`src/rtl/ide_devctl.sv`:
```
// ATA Device Control / Alternate Status responder for port 0x3F6.
// Optional HOB tracking enabled by defining IDE_DEVCTL_HOB_EN.
module ide_devctl #(
    parameter int unsigned RECOVER_CYCLES = 16
) (
    input  logic       clk,
    input  logic       rst_n,
    input  logic       ide_3f6_read,
    output logic [7:0] ide_3f6_readdata,
    input  logic       ide_3f6_write,
    input  logic [7:0] ide_3f6_writedata,
    input  logic [7:0] core_status,
    input  logic       core_irq,
    input  logic       core_taskfile_write,
    output logic       core_srst,
    output logic       core_sig_load,
    output logic       irq,
    output logic       nien,
    output logic       hob
);

    localparam int CW = (RECOVER_CYCLES > 1) ? $clog2(RECOVER_CYCLES) : 1;
    localparam logic [CW-1:0] CNT_LOAD = CW'(RECOVER_CYCLES - 1);

    typedef enum logic [1:0] {
        IDLE    = 2'd0,
        ASSERT  = 2'd1,
        RECOVER = 2'd2
    } state_t;

    state_t        state_q, state_d;
    logic [CW-1:0] cnt_q, cnt_d;
    logic          sig_load_q, sig_load_d;
    logic          nien_q;
    logic          hob_q;
    logic          irq_q;
    logic [7:0]    status_q;

    logic wr_srst;
    logic wr_clr;

    assign wr_srst = ide_3f6_write & ide_3f6_writedata[2];
    assign wr_clr  = ide_3f6_write & ~ide_3f6_writedata[2];

    // State register
    always_ff @(posedge clk or negedge rst_n) begin
        if (!rst_n) begin
            state_q    <= IDLE;
            cnt_q      <= '0;
            sig_load_q <= 1'b0;
        end else begin
            state_q    <= state_d;
            cnt_q      <= cnt_d;
            sig_load_q <= sig_load_d;
        end
    end

    // Next-state logic; a new SRST during recovery abandons the countdown
    always_comb begin
        state_d    = state_q;
        cnt_d      = cnt_q;
        sig_load_d = 1'b0;
        unique case (state_q)
            IDLE: begin
                if (wr_srst) state_d = ASSERT;
            end
            ASSERT: begin
                if (wr_clr) begin
                    state_d = RECOVER;
                    cnt_d   = CNT_LOAD;
                end
            end
            RECOVER: begin
                if (wr_srst) begin
                    state_d = ASSERT;
                end else if (cnt_q == '0) begin
                    state_d    = IDLE;
                    sig_load_d = 1'b1;
                end else begin
                    cnt_d = cnt_q - CW'(1);
                end
            end
            default: state_d = IDLE;
        endcase
    end

    // Outputs
    always_comb begin
        core_srst        = (state_q != IDLE);
        ide_3f6_readdata = core_srst ? 8'h80 : status_q;
    end

    always_ff @(posedge clk or negedge rst_n) begin
        if (!rst_n) begin
            nien_q   <= 1'b0;
            irq_q    <= 1'b0;
            status_q <= 8'h00;
        end else begin
            status_q <= core_status;
            irq_q    <= core_irq & ~nien_q & (state_q == IDLE);
            if (ide_3f6_write) nien_q <= ide_3f6_writedata[1];
        end
    end

`ifdef IDE_DEVCTL_HOB_EN
    // Device Control write takes priority over a task-file clear
    always_ff @(posedge clk or negedge rst_n) begin
        if (!rst_n) begin
            hob_q <= 1'b0;
        end else if (ide_3f6_write) begin
            hob_q <= ide_3f6_writedata[7];
        end else if (core_taskfile_write) begin
            hob_q <= 1'b0;
        end
    end

    logic unused_in;
    assign unused_in = ^{ide_3f6_read, ide_3f6_writedata[6:3],
                         ide_3f6_writedata[0]};
`else
    assign hob_q = 1'b0;

    logic unused_in;
    assign unused_in = ^{ide_3f6_read, ide_3f6_writedata[7:3],
                         ide_3f6_writedata[0], core_taskfile_write};
`endif

    assign core_sig_load = sig_load_q;
    assign irq           = irq_q;
    assign nien          = nien_q;
    assign hob           = hob_q;

endmodule

```
`config.mk`:
```
export PLATFORM = sky130hd
export DESIGN_NAME = ide_devctl
export DESIGN_NICKNAME = d
export VERILOG_FILES = /design/src/rtl/ide_devctl.sv
export SDC_FILE = /design/constraint.sdc
export NUM_CORES = 1
export LEC_CHECK = 0
export ABC_AREA = 1
export CORE_MARGIN = 2
export CORE_UTILIZATION = 42
export DETAILED_ROUTE_END_ITERATION = 8
export GPL_TIMING_DRIVEN = 0
export PLACE_DENSITY = 0.84
export SLEW_MARGIN = 10
export SYNTH_ARGS = -nofsm -noshare
export SYNTH_HDL_FRONTEND = slang
export SYNTH_SLANG_ARGS = --single-unit
```
`constraint.sdc`:
```
create_clock -name clk -period 1.95 [get_ports clk]
set_input_delay 0.39 -clock clk [delete_from_list [all_inputs] [get_ports clk]]
set_output_delay 0.39 -clock clk [all_outputs]
set_load 0.01 [all_outputs]
```
After elaboration in Yosys (flattened, before gate mapping):

Index checks and enable logic that the tools add are counted.

* bits in registers: 17
* input port bits: 22
* output and inout port bits: 13
* word-level logic and storage cells: 39

* add/sub/neg operators: 1
* equality and inequality tests: 7
* muxes and demuxes: 13
* bitwise gates (word level): 6
* reduce and logical (&&, ||, !) cells: 6

Operator list (number)
* $mux 4: 3
* $mux 2: 4
* $mux 8: 1
* $ne 2x2->1 const B: 4
* $pmux 4 s2: 1
* $pmux 2 s3: 1
* $and 1x1->1: 4
* $logic_not 4->1: 1
* $reduce_and 4->1: 1
* $reduce_bool 2->1: 2
* $sub 4x1->4 const B: 1
* $mux 1: 3
* $ne 3x3->1 const B: 1
* $reduce_and 3->1: 1
* $eq 2x1->1 const B: 1
* $eq 2x2->1 const B: 1
* $logic_not 2->1: 1
* $not 1->1: 2

Depth between registers and ports, before layout:

* depth in word-level cells: 4
* gate-level depth with buffers: 7
* depth with buffers taken out: 7

Worst setup path before layout:

No wires, ideal clock.

* path type: register to output
* from: register state_q[0]
* to: output ide_3f6_readdata[7]
* arrival time: 915 ps
* data required time: 1560 ps
* path slack: 645 ps
* stages on the path, launching flop included: 4
* path buffers: 0
* path through: dfrtp_1 > nor2_1 > inv_2 > or2_1

* word-level cells in the longest chain between the ends: 2

RTL lines
* start: declaration: line 31 `state_t state_q, state_d;`
* start signal: assignment: line 52 `state_q <= state_d;`
* $reduce_bool 2->1: line 89 `core_srst = (state_q != IDLE);`
* named net core_srst: line 15 `output logic core_srst,`
* $mux 8: line 90 `ide_3f6_readdata = core_srst ? 8'h80 : status_q;`
* end: declaration: line 9 `output logic [7:0] ide_3f6_readdata,`

The timed path passes the listed nets, and every way through them passes these cells.

Worst setup path in the final report:

* from: register state_q[0]
* to: output core_srst

* word-level cells in the longest chain between the ends: 1

RTL lines (line)
* $reduce_bool 2->1: 89
* end: declaration: 15

Every way passes these cells.

==> flow_metrics.tcl <==
set metrics [dict create \
    status "finished clean" \
    period_share 0.944 \
    hold_buffers 0 \
    htree_levels 1 \
    finalMaxSlewViolations 0 \
    crit_fanout 10 \
    synth_area_leaders "dfrtp_1 (57%), nand2_1 (9.1%), inv_1 (7.1%), nand3_1 (5.4%), nor2_1 (5.0%)" \
    criticalPathCategory "reg -> out" \
    timing.fmax_ghz 0.543 \
    path_depth 3 \
    worstPathCellList "nor2_2 -> inv_2 -> clkdlybuf4s50_1" \
    setup_viol 0 \
    clock_latency_ns 0.30 \
    synth.distinct_cells 18 \
    place_area_um2 1020 \
    synth_top_area_frac 0.571 \
    grt_pass1_wl_um 2190 \
    fin_area_um2 1050 \
    synth_area_leader_cell "dfrtp_1" \
    dieHeight_um 46.1 \
    grt_max_degree 18 \
    tightest_slew_ns 0.711 \
    slowest_delay_ns 0.49 \
    nFillCells 132 \
    worstRegToRegCells 7 \
    min_path_cells 2 \
    viasPerCell 4.70 \
    die_x_um 46.1 \
    slew_headroom 0.525 \
    rsz0062_at_grt "false" \
    cp.buffers_inverters 2 \
    cts_tree "yes" \
    cp.required_ns 1.56 \
    io_buffers 25 \
    finalPower_mw 1.23 \
    postSynthNetCount 107 \
    num_antenna_cells 0 \
    arrival_ns 1.45 \
    post-place-cells 126 \
    drtIter0Drc 11 \
    fin_setup_tns_ns 0 \
    powerDensity_nw_per_um2 1170 \
    wire_per_inst_um 11.0 \
    hold_viol 0 \
    cts.sinks 17 \
    ys_ff_latch 17 \
    dp_worst_setup_slack_ns 0.170 \
    numCtsBuffers 3 \
    drtPass1Iterations 4 \
    peakVddDrop_v 0.000512 \
    fin_util 0.622 \
    rows 15 \
    io_pins 35 \
    antenna_found_initial 0 \
    syn2layout_area_growth_pct 41.2 \
    fin_cells 132 \
    vias 620 \
    crit_family "buffers and inverters" \
    clock_skew_ns 0.000396 \
    critical_path.endpoint_type "output port" \
    synth_seq_area_share 0.571 \
    layout.nets 139 \
    setup_ws_ns 0.110 \
    ys_warn_count 0 \
    ant_nets 0 \
    period_needed_ns 1.84 \
    root_buffer "clkbuf_4" \
    syn_inst 84 \
    initial_core_util 0.441 \
    grt_pass1_vias 558 \
    fp.dieArea_um2 2130 \
    hold_ws_ns 0.502 \
    cp_slowest_cell "clkdlybuf4s50_1" \
    maxCapViolCount 0 \
    drc_errors 0 \
    gp_congestion 0.742 \
    critPathLaunchType "register" \
    ctsLongestPathBuffers 2 \
    globalRouteOverflowTotal 0 \
    hpwl_um 1130 \
    path_clk_slew_ns 0.09 \
    syn_area_per_cell_um2 8.86 \
    final_layout_size_suffix_gt1_frac 0.157 \
    drt_wl_total_um 1460 \
    core_um2 1690 \
    p_leak_nw 0.564 \
    grt.total_usage 0.155 \
    syn_area_um2 744 \
    hold_path_class "reg -> reg" \
]
==> flip-flops by register name, indices dropped and copies added, names as in the netlist <==
| name | count |
|---|---|
| status_q | 8 |
| cnt_q | 4 |
| state_q | 2 |
| core_sig_load | 1 |
| irq | 1 |
| nien | 1 |
==> what timing repair did <==
item                       4_1_cts  5_1_grt
setup buffers                    2        0
setup endpoints to repair        8        0
resized for setup                9        0
==> cell families (layout without fill, tap and decap cells) <==
family / after synthesis / count (layout) / share of synthesized area
AND/OR/NAND/NOR: 44 / 44 / 0.289
AO/OA/AOI/OAI: 2 / 2 / 0.0168
buffers and inverters: 19 / 50 / 0.101
flip-flops: 17 / 17 / 0.571
other: 1 / 1 / 0.00504
adder cells (fa/ha/maj): 1 / 1 / 0.0168
==> cell usage in the layout (no fill, tap or decap) <==
master and count:
conb_1 1, dfrtp_1 17, clkinv_2 1, nor3_1 1, inv_2 4, or2_1 1, nor2_4 1, clkdlybuf4s50_1 17
clkbuf_4 3, nand3_1 8, o211ai_1 1, nand2_1 18, nand2_2 1, inv_1 14, nor2_2 1, nor2_1 9
nand4_2 1, o21ai_0 1, ha_1 1, dlygate4sd2_1 8, buf_4 3, or2_2 1, nand2_4 2
==> worst register-to-register path, stage by stage (launching register included) <==
cell	delay, ns
dfrtp_1	0.39
inv_1	0.11
ha_1	0.19
nand3_1	0.14
nand2_4	0.14
nand2_4	0.07
nand2_1	0.07
nand2_1	0.06
==> power by group <==
| group | internal [mW] | leakage, nW | switching (mW) |
|---|---|---|---|
| registers | 0.428 | 0.205 | 0.0453 |
| logic | 0.253 | 0.341 | 0.318 |
| clock network | 0.0766 | 0.0177 | 0.113 |
==> worst paths after layout <==
kind                                  from          end  slack [ns]
worst max-delay path            state_q[0]    core_srst        0.11
worst min-delay path              cnt_q[0]     cnt_q[0]        0.50
worst max register to register    cnt_q[0]     cnt_q[1]        0.68
worst min register to register    cnt_q[0]     cnt_q[0]        0.50
max in group asynchronous            rst_n     cnt_q[1]        1.00
min in group asynchronous            rst_n  status_q[0]        0.51
==> metal layers <==
| metal | routed length (um) | track usage | vias up |
|---|---|---|---|
| li1 | - | - | 309 |
| met1 | 554 | 0.142 | 280 |
| met2 | 739 | 0.281 | 26 |
| met3 | 105 | 0.0431 | 5 |
| met4 | 57 | 0.120 | 0 |
| met5 | 0 | 0 | - |
==> synthesized netlist by cell type, drive strengths merged <==
master,n
buf,1
conb,1
dfrtp,17
ha,1
inv,18
nand2,21
nand3,8
nand4,1
nor2,11
nor3,1
o211ai,1
o21ai,1
or2,2
==> layout make-up <==
type                       instances  area (um2)  share of cell area
inverter                          18        67.6              0.0643
buffer                             1        7.51             0.00714
tap                               17        21.3              0.0202
multi-input combinational         48         246               0.235
clock buffer                       3        22.5              0.0214
sequential                        17         425               0.405
timing repair buffer              27         255               0.243
clock inverter                     1        5.00             0.00476
(Power assumes the default switching activity.)
